## src/rtl/mm_defs_pkg.sv

```systemverilog
// Shared definitions for the mm matrix-multiply block family: element format,
// default matrix shape, bench clock period and index-width helper.
package mm_defs;
    localparam int FP_WIDTH     = 32;
    localparam int M_DEF        = 3;
    localparam int N_DEF        = 3;
    localparam int CLOCK_PERIOD = 10;

    typedef logic [FP_WIDTH-1:0] float_t;

    // Index fields stay at least one bit wide so 1x1 builds remain legal.
    function automatic int idx_w(input int n);
        return (n > 1) ? $clog2(n) : 1;
    endfunction
endpackage

```

## src/rtl/mm_index_counter.sv

```systemverilog
// Row-major row/column wrap counter with a parallel linear element index.
// Shared by the matrix loader and unloader.
module mm_index_counter
    import mm_defs::*;
#(
    parameter int ROWS = M_DEF,
    parameter int COLS = N_DEF,
    parameter int RW   = idx_w(ROWS),
    parameter int CW   = idx_w(COLS),
    parameter int LW   = idx_w(ROWS * COLS)
) (
    input  logic          clk,
    input  logic          rst,
    input  logic          clk_en,
    input  logic          clr,
    input  logic          inc,
    output logic [RW-1:0] row,
    output logic [CW-1:0] col,
    output logic [LW-1:0] lin,
    output logic          last
);
    localparam logic [RW-1:0] ROW_MAX = RW'(ROWS - 1);
    localparam logic [CW-1:0] COL_MAX = CW'(COLS - 1);

    logic [RW-1:0] r_row;
    logic [CW-1:0] r_col;
    logic [LW-1:0] r_lin;
    logic          w_row_end;
    logic          w_col_end;

    assign w_row_end = (r_row == ROW_MAX);
    assign w_col_end = (r_col == COL_MAX);

    // The linear index tracks row*COLS+col by counting, keeping the read mux free of multipliers.
    always_ff @(posedge clk or posedge rst) begin
        if (rst) begin
            r_row <= '0;
            r_col <= '0;
            r_lin <= '0;
        end else if (clk_en) begin
            if (clr) begin
                r_row <= '0;
                r_col <= '0;
                r_lin <= '0;
            end else if (inc) begin
                if (w_col_end) begin
                    r_col <= '0;
                    r_row <= w_row_end ? '0 : r_row + 1'b1;
                    r_lin <= w_row_end ? '0 : r_lin + 1'b1;
                end else begin
                    r_col <= r_col + 1'b1;
                    r_lin <= r_lin + 1'b1;
                end
            end
        end
    end

    assign row  = r_row;
    assign col  = r_col;
    assign lin  = r_lin;
    assign last = w_row_end && w_col_end;
endmodule

```

## src/rtl/mm_matrix_unloader.sv

```systemverilog
// Captures a completed MxN result matrix in one cycle and streams it out
// row-major, one element per valid/ready transfer, honouring clk_en stalls.
module mm_matrix_unloader
    import mm_defs::*;
#(
    parameter int M        = M_DEF,
    parameter int N        = N_DEF,
    parameter int FP_WIDTH = mm_defs::FP_WIDTH
) (
    input  logic                      clk,
    input  logic                      rst,
    input  logic                      clk_en,
    input  logic                      load_req,
    input  logic [M*N*FP_WIDTH-1:0]   load_matrix,
    output logic                      load_ready,
    output logic                      out_valid,
    input  logic                      out_ready,
    output logic [FP_WIDTH-1:0]       out_data,
    output logic [idx_w(M)-1:0]       out_row,
    output logic [idx_w(N)-1:0]       out_col,
    output logic                      out_last,
    output logic                      busy
);
    localparam int EW = idx_w(M * N);

    typedef enum logic {
        S_IDLE   = 1'b0,
        S_STREAM = 1'b1
    } state_t;

    state_t                    r_state;
    state_t                    w_next;
    logic [M*N*FP_WIDTH-1:0]   r_buf;
    logic [EW-1:0]             w_lin;
    logic                      w_last;
    logic                      w_load;
    logic                      w_xfer;
    logic                      w_done;
    logic [FP_WIDTH-1:0]       w_elems [1<<EW];

    assign w_load = load_req && load_ready;
    assign w_xfer = out_valid && out_ready;
    assign w_done = w_xfer && w_last;

    always_ff @(posedge clk or posedge rst) begin
        if (rst)
            r_state <= S_IDLE;
        else if (clk_en)
            r_state <= w_next;
    end

    always_comb begin
        w_next = r_state;
        case (r_state)
            S_IDLE:   if (w_load) w_next = S_STREAM;
            S_STREAM: if (w_done) w_next = S_IDLE;
            default:  w_next = S_IDLE;
        endcase
    end

    always_comb begin
        load_ready = 1'b0;
        out_valid  = 1'b0;
        busy       = 1'b0;
        out_last   = 1'b0;
        case (r_state)
            S_IDLE:   load_ready = clk_en;
            S_STREAM: begin
                out_valid = clk_en;
                busy      = 1'b1;
                out_last  = w_last;
            end
            default: ;
        endcase
    end

    // Buffer is only written on an accepted load, so offers during STREAM never disturb it.
    always_ff @(posedge clk or posedge rst) begin
        if (rst)
            r_buf <= '0;
        else if (w_load)
            r_buf <= load_matrix;
    end

    mm_index_counter #(
        .ROWS (M),
        .COLS (N)
    ) u_idx (
        .clk    (clk),
        .rst    (rst),
        .clk_en (clk_en),
        .clr    (w_load || w_done),
        .inc    (w_xfer),
        .row    (out_row),
        .col    (out_col),
        .lin    (w_lin),
        .last   (w_last)
    );

    // Pad the element table to a power of two so the read index can never fall off the end.
    for (genvar e = 0; e < (1 << EW); e++) begin : g_el
        if (e < M * N) begin : g_v
            assign w_elems[e] = r_buf[e*FP_WIDTH +: FP_WIDTH];
        end else begin : g_z
            assign w_elems[e] = '0;
        end
    end

    assign out_data = w_elems[w_lin];
endmodule

```

## config.mk

```make
export PLATFORM = sky130hd
export DESIGN_NAME = mm_matrix_unloader
export DESIGN_NICKNAME = d
export VERILOG_FILES = /design/src/rtl/mm_defs_pkg.sv /design/src/rtl/mm_index_counter.sv /design/src/rtl/mm_matrix_unloader.sv
export SDC_FILE = /design/constraint.sdc
export NUM_CORES = 1
export LEC_CHECK = 0
export ABC_AREA = 0
export BUFFER_PORTS_ARGS = -buffer_cell sky130_fd_sc_hd__buf_2
export CORE_ASPECT_RATIO = 1.1
export CORE_MARGIN = 4
export CORE_UTILIZATION = 49
export CTS_BUF_LIST = sky130_fd_sc_hd__clkbuf_8
export CTS_CLUSTER_SIZE = 20
export DETAILED_ROUTE_END_ITERATION = 16
export GPL_TIMING_DRIVEN = 0
export PLACE_DENSITY = 0.84
export SETUP_SLACK_MARGIN = 0.15
export SLEW_MARGIN = 20
export SYNTH_ARGS = -nofsm -noshare
export SYNTH_HDL_FRONTEND = slang
export SYNTH_SLANG_ARGS = --single-unit
```

## constraint.sdc

```tcl
create_clock -name clk -period 20.1 [get_ports clk]
set_clock_uncertainty 0.05 [all_clocks]
set_input_delay 2.01 -clock clk [delete_from_list [all_inputs] [get_ports clk]]
set_output_delay 2.01 -clock clk [all_outputs]
set_load 0.02 [all_outputs]
```

* Yosys cells after proc, flatten, opt, wreduce, memory -nomap -nowiden
Cells that the tools add are included.
Cells by class: $add $sub $neg 3, reduce and logical (&&, ||, !) cells 9, bitwise operators 2, equality and inequality tests 2, shifts and indexed selects 0, order comparisons 1, div/mod/pow operators 0, mux-type cells 21, $mul 0
Operator list (number):
- binary-select mux 32 bit (select 4 bit) | 1
- two-way mux 32 bit | 2
- two-way mux 4 bit | 4
- two-way mux 2 bit | 7
- two-way mux 1 bit | 6
- greater-or-equal comparator 5 bit (second input constant) | 1
- NOT 4 -> 5 bit | 1
- adder 2 x 1 -> 2 bit (second input constant) | 2
- adder 4 x 1 -> 4 bit (second input constant) | 1
- == test 2 bit (second input constant) | 2
- logical AND 1 bit | 4
- nonzero test 2 bit | 2
- AND reduction 3 bit | 1
- one-hot mux 1 bit (2 select lines) | 1
- AND reduction 2 bit | 1
- logical OR 1 bit | 1
- NOT 1 bit | 1
Word-level totals: output and inout bits 40, latch bits 0, bits in registers 297, memories 0, ROM bits 0, bits in writable memories 0, logic and storage cells 43

* Logic depth before layout (Yosys ltp)
Gate-level depths: netlist of the first run.
depth in word-level cells 6, mapped depth 7, mapped depth without buffers 4

* By module
From an unflattened synthesis of the first run, not the netlist that was laid out.
Second synthesis, totals: cells, all modules 928, area total of the unflattened synthesis 13696.9 µm²
By module, submodules not included:
- mm_matrix_unloader | sequential area each 7231.9 µm², times used 1, cells each 876, area an instance 13197.7 µm²
- mm_index_counter | sequential area each 200.2 µm², times used 1, cells each 52, area an instance 499.2 µm²

* Worst setup path after synthesis of the first run
Ideal clock, no wire load.
kind input to output, from in clk_en, to out load_ready, data required time 18040 ps, path buffers 0, slack 15770 ps, stages on the path 1, arrival time 2270 ps, path through nor2b_2
Between the ends: longest elaborated chain between the ends 1
Ends and longest elaborated chain:
- start, declared | RTL line mm_matrix_unloader.sv:12 | input logic clk_en,
- two-way mux 1 bit | RTL line mm_matrix_unloader.sv:66 | case (r_state)
- end, declared | RTL line mm_matrix_unloader.sv:15 | output logic load_ready,
Every way passes these cells.

* Final worst setup path of the first run
from reg u_idx.r_lin[1] (netlist: u_idx.lin[1]), to out out_data[13]
Between the ends: longest elaborated chain between the ends 4
Ends and longest elaborated chain:
- start, declared | RTL line mm_index_counter.sv:27 | logic [LW-1:0] r_lin;
- start signal, assigned | RTL line mm_index_counter.sv:49 | r_lin <= w_row_end ? '0 : r_lin + 1'b1;
- start signal, assigned | RTL line mm_index_counter.sv:52 | r_lin <= r_lin + 1'b1;
- NOT 4 -> 5 bit (implied by the code) | RTL line mm_matrix_unloader.sv:109 | assign out_data = w_elems[w_lin];
- binary-select mux 32 bit (select 4 bit) | RTL line mm_matrix_unloader.sv:109
- two-way mux 32 bit (implied by the code) (2 in series) | RTL line mm_matrix_unloader.sv:109
- end, declared | RTL line mm_matrix_unloader.sv:18 | output logic [FP_WIDTH-1:0] out_data,
Every way passes these cells. The select of a mux whose other input is x is not followed.

==> results of run 1 <==
[power groups by stage]
stage | combinational, W | clock, W | sequential (W)
after floorplan | 0.000731 | 0 | 0.000948
after detailed placement | 0.00108 | 0 | 0.000990
after global routing | 0.00118 | 0.000571 | 0.00101
final | 0.00109 | 0.000538 | 0.000988
after CTS | 0.00109 | 0.000543 | 0.000981
after global placement | 0.00105 | 0 | 0.000972
[cells by family after synthesis]
logic type	count (synthesis)	synth area share (%)
and+or+nand+nor	958	26.6
DFF	297	54.0
buffers and inverters	99	4.05
muxes	98	10.6
AOI/OAI and AO/OA	72	4.65
adders and majority gates	1	0.0909
[cells in the mapped netlist]
cell type	number
a21oi_1	3
a31oi_1	1
a32o_1	1
and2_1	3
and4bb_1	1
buf_1	16
buf_2	20
buf_4	32
buf_6	1
buf_8	3
clkbuf_1	26
dfrtp_1	297
ha_1	1
inv_1	1
mux2_2	64
mux2i_1	2
mux4_2	32
nand2_1	903
nand2b_1	1
nand3_1	4
nand3b_1	1
nor2_1	39
nor2b_1	1
nor2b_2	1
nor3_1	1
nor3b_1	2
nor4b_4	1
o21ai_0	2
o22ai_1	32
o31ai_1	3
o31ai_2	30
[per-layer routing]
metal  wire length [um]  up-vias
met5                 12        -
met1              18000     5958
met4               1810        2
met2              22700      599
li1                   -     5635
met3               3860      108
[area by class of cell]
class                      instances  area (um2)
sequential                       297        7430
clock inverter                    22         148
timing repair buffer             335        1740
inverter                           1        11.3
tap                              363         454
multi-input combinational       1129        5770
antenna                            1        2.50
clock buffer                      60         826
buffer                            98         554
fill                            2395       10800
[sequential cells by signal (all words and copies together), names as in the netlist]
name and flops:
r_buf 288, r_state 1, u_idx.lin 4, u_idx.row 2, u_idx.col 2
[worst min path at each step]
stage,slack (ns),end,start,cells after the start
floorplan,0.39,r_buf[160],r_buf[160],2
global placement,0.40,r_buf[164],r_buf[164],2
detailed placement,0.41,r_buf[65],r_buf[65],2
CTS,0.42,r_buf[65],r_buf[65],2
global route,0.44,r_buf[23],r_buf[23],2
finish,0.42,r_buf[164],r_buf[164],2
[stage by stage]
stage | total power (W) | instance area (um2) | setup WS (ns) | cells
floorplan | 0.00168 | 13800 | 9.84 | 1525
global route | 0.00276 | 16900 | 15.15 | 2306
global placement | 0.00203 | 15900 | 6.95 | 2220
detailed placement | 0.00207 | 16000 | 15.60 | 2223
finish | 0.00261 | 16900 | 15.27 | 2306
CTS | 0.00261 | 16900 | 15.23 | 2305
[tightest hold or removal path, cell delays in order (launching register included)]
cell     delay, ns
dfrtp_1       0.34
nand2_1       0.05
nand2_1       0.05
[cell usage in the layout (no fill, tap or decap), types with 2 or more instances in the layout]
cell / instances
a21oi_1: 3
mux2_2: 64
buf_1: 16
mux2i_1: 2
o31ai_2: 30
clkbuf_1: 26
and2_1: 3
nor2_1: 39
buf_4: 32
inv_1: 12
buf_2: 352
clkinv_2: 7
o31ai_1: 3
dfrtp_1: 297
bufinv_16: 2
nand2_1: 903
o21ai_0: 2
clkbuf_8: 60
mux4_2: 32
nand3_1: 4
buf_16: 3
o22ai_1: 32
nor3b_1: 2
buf_8: 3
==> impl_metrics.json, run 1 <==
{
  "crit_path_end_kind": "primary output",
  "ctsHoldBuffers": 0,
  "io_buffers": 332,
  "final_util_pct": 61.0,
  "fmax_mhz": 207,
  "layout-drive-gt1-share_pct": 30.4,
  "synth_top_area_share_pct": 54.0,
  "syn2layout_area_growth_pct": 23.1,
  "tightest_slew_ns": 0.828,
  "gp_congestion": 0.888,
  "slew_headroom_pct": 44.8,
  "grt_pass1_wl_um": 69300,
  "drc": 0,
  "num_rows": 64,
  "ant_nets": 0,
  "required_ns": 18.04,
  "cts_tree": "built",
  "use_met2_pct": 49.1,
  "synth_area_leaders": "dfrtp_1 (54%), nand2_1 (25%), mux2_2 (5.2%)",
  "p_switching_w": 0.00103,
  "clockBufferDepth": 3,
  "synth.net_count": 1819,
  "grt_pass1_vias": 12600,
  "synth.largest_area_cell": "dfrtp_1",
  "yosysWarningCount": 0,
  "clk_pin_slew_ns": 0.06,
  "grt_util_met3_pct": 6.37,
  "fin_tns_setup_ns": 0,
  "grt_overflow_total": 0,
  "clock_latency_ns": 0.57,
  "start_util_pct": 49.5,
  "power_density_mw_per_mm2": 154,
  "wl_per_cell_um": 20.1,
  "cp_num_buf_inv": 3,
  "critical_path_arrival_ns": 2.77,
  "p_clk_share_pct": 20.6,
  "synth_cells": 1525,
  "synth_area_mm2": 0.0138,
  "rsz0062_at_grt": "no",
  "initialDrtViolationCount": 942,
  "final-max-slew-violation-count": 0,
  "r2r_start": "r_state",
  "p_leak_nw": 9.20,
  "crit_family": "buffers and inverters",
  "cts_max_level": 2,
  "crit_path_max_fanout": 10,
  "post_cts_buffers": 0,
  "ys_seq_elements": 297,
  "cts_buffers": 48,
  "cts_sinks": 297,
  "grt-busiest-layer": "met2",
  "p_seq_share_pct": 37.8,
  "endpoint": "out_data[13]",
  "cts_resized": 0,
  "finalSetupViolations": 0,
  "peakVddDrop_mv": 0.0719,
  "crit_type": "flip-flop to primary output",
  "path_cells": "buf_4, nand2_1, clkbuf_1, o22ai_1, o31ai_2, buf_2",
  "cp.depth": 6,
  "swShare_pct": 39.5,
  "ios": 333,
  "min_period_over_period_pct": 24.1,
  "via_count": 12300,
  "synth_cell_types": 31,
  "antenna_found_initial": 2,
  "r2r_cells": 6,
  "grt_util_met1_pct": 37.1,
  "drt-total-wl_um": 46400,
  "crit_path_start_kind": "flip-flop",
  "cap_viol_max_count": 0,
  "drt_pass1_iterations": 5,
  "hold_violations": 0,
  "nets": 2204,
  "viasPerCell": 5.33,
  "cp_slowest_cell": "clkbuf_1",
  "r2r-end": "r_buf[167]",
  "clk_root_buffer_cell": "clkbuf_8",
  "die_area_mm2": 0.0308,
  "cpPeakStageDelay_ns": 0.49,
  "core-area_mm2": 0.0278,
  "grt_util_all_layers_pct": 29.3,
  "worst_hold_path_type": "flip-flop to flip-flop",
  "yosysSeqAreaShare_pct": 54.0,
  "outcome": "completed",
  "hold_ws_ns": 0.423,
  "synth.avg_cell_area_um2": 9.03,
  "p_int_w": 0.00158,
  "startpoint": "u_idx.lin[1]",
  "fp.dieH_um": 184,
  "die_w_um": 168,
  "fin_crit_ns": 4.83,
  "hpwl_um": 35200,
  "grt_max_degree": 109,
  "combinationalPowerShare_pct": 41.7,
  "regToRegSetupSlack_ns": 18.19
}
(Power assumes the default switching activity.)
==> run 2: changes to the inputs <==
==> constraint.sdc (replaced) <==
create_clock -name clk -period 4.6 [get_ports clk]
set_clock_uncertainty 0.05 [all_clocks]
set_input_delay 0.46 -clock clk [delete_from_list [all_inputs] [get_ports clk]]
set_output_delay 0.46 -clock clk [all_outputs]
set_load 0.02 [all_outputs]
==> impl_metrics.json, run 2 (synthesis results as in run 1) <==
{
  "wl_per_cell_um": 20.2,
  "worstHoldEndpoint": "r_buf[73]",
  "crit_path_start_kind": "flip-flop",
  "r2r-end": "r_buf[148]",
  "crit_family": "buffers and inverters",
  "final_common_cell": "nand2_1",
  "fin_tns_setup_ns": 0,
  "syn2layout_area_growth_pct": 24.9,
  "finalWorstSetupSlack_ns": 1.35,
  "critical_path_arrival_ns": 2.74,
  "grt_pass1_vias": 13300,
  "cts_resized": 0,
  "crit_type": "flip-flop to primary output",
  "crit_top_cell": "buf_2",
  "slew_headroom_pct": 45.1,
  "power_density_mw_per_mm2": 677,
  "clock_latency_ns": 0.57,
  "initialDrtViolationCount": 1019,
  "final_area_mm2": 0.0172,
  "fin_crit_ns": 3.25,
  "cp_slowest_cell": "clkbuf_1",
  "drt-total-wl_um": 46800,
  "cpPeakStageDelay_ns": 0.50,
  "grt_overflow_total": 0,
  "hold_violations": 0,
  "grt_max_degree": 36,
  "viasPerCell": 5.36,
  "whs_path_depth": 3,
  "fp.dieH_um": 184,
  "ctsHoldBuffers": 1,
  "pre_cts_slack_ns": 1.96,
  "layout-drive-gt1-share_pct": 30.9,
  "die_area_mm2": 0.0308,
  "place_area_mm2": 0.0161,
  "clk_pin_slew_ns": 0.07,
  "min_period_over_period_pct": 70.8,
  "finalPower_w": 0.0116,
  "r2r_cells": 6,
  "finalSetupViolations": 0,
  "gp_congestion": 0.914,
  "cts_buffers": 49,
  "path_cells": "buf_2, nand2_1, clkbuf_1, o22ai_1, o31ai_2, buf_2",
  "cts_sinks": 297,
  "crit_path_max_fanout": 10,
  "cp_num_buf_inv": 3,
  "nets": 2213,
  "final_util_pct": 61.9,
  "antenna_found_initial": 1,
  "crit_path_end_kind": "primary output",
  "largest_register": "r_buf",
  "hp-start": "load_matrix[73]",
  "largest_register_ffs": 288,
  "cts_max_level": 2,
  "grt_util_all_layers_pct": 30.1,
  "clk_root_buffer_cell": "clkbuf_8",
  "regToRegSetupSlack_ns": 2.70,
  "drt_pass1_iterations": 5,
  "hpwl_um": 35700,
  "grt_pass1_wl_um": 71500,
  "tightest_slew_ns": 0.823,
  "worst_hold_path_type": "input pin to flip-flop",
  "antennaDiodeCount": 0,
  "multi_input_area_mm2": 0.00577,
  "peakVddDrop_mv": 0.316,
  "core-area_mm2": 0.0278,
  "ant_nets": 0,
  "start_util_pct": 49.5,
  "via_count": 12400,
  "rsz0062_at_grt": "no",
  "cap_viol_max_count": 0,
  "cts_tree": "built",
  "seqCellArea_mm2": 0.00743,
  "ios": 333,
  "fmax_mhz": 307,
  "r2r_start": "r_state",
  "num_rows": 64,
  "final_cell_mix": "nand2_1 (903), buf_2 (352), dfrtp_1 (297)",
  "required_ns": 4.09,
  "n_fill_cell": 2312,
  "final-max-slew-violation-count": 0,
  "clockBufferDepth": 3,
  "io_buffers": 332,
  "outcome": "completed",
  "die_w_um": 168,
  "p_leak_nw": 9.32,
  "drc": 0,
  "post_cts_buffers": 0
}
## run 2: power by group
group | switching [W] | internal, W
sequential | 0.000622 | 0.00370
combinational | 0.00283 | 0.00195
clock | 0.00110 | 0.00143
## run 2: worst min-delay path, stage by stage
cell and delay, ns:
buf_2 0.07, nand2_1 0.04, nand2_1 0.04
## run 2: final cells by class
class	instances	area share, %
well taps	363	2.64
multi-input cells	1129	33.6
plain buffers	98	3.23
clock buffers	65	5.21
inverters	1	0.0437
clock inverters	24	1.07
repair buffers	343	11.0
flip-flops and latches	297	43.2
## run 2: per-stage QoR
stage	std cells	hold WS, ns
6_report	2320	0.0289
5_1_grt	2320	0.0131
4_1_cts	2320	0.00737
3_5_place_dp	2230	0.407
3_3_place_gp	2220	0.401
2_1_floorplan	1525	0.390
## run 2: worst max-delay path by stage
stage / from / to / slack, ns / depth (start not counted)
floorplan: rst / r_buf[0] / 0.14 / 1
global route: u_idx.lin[2] / out_data[11] / 1.22 / 6
detailed placement: u_idx.lin[2] / out_data[9] / 1.96 / 6
CTS: u_idx.lin[2] / out_data[9] / 1.34 / 6
global placement: rst / r_buf[162] / -1.43 / 2
finish: u_idx.lin[2] / out_data[9] / 1.35 / 6
## run 2: layer usage
metal,vias up,GRT usage (%),share of wire (%)
met2,677,51.8,50
met3,117,6.41,8.5
met1,5996,37.2,38
met4,2,12.1,3.6
met5,-,0,0.023
li1,5645,-,-
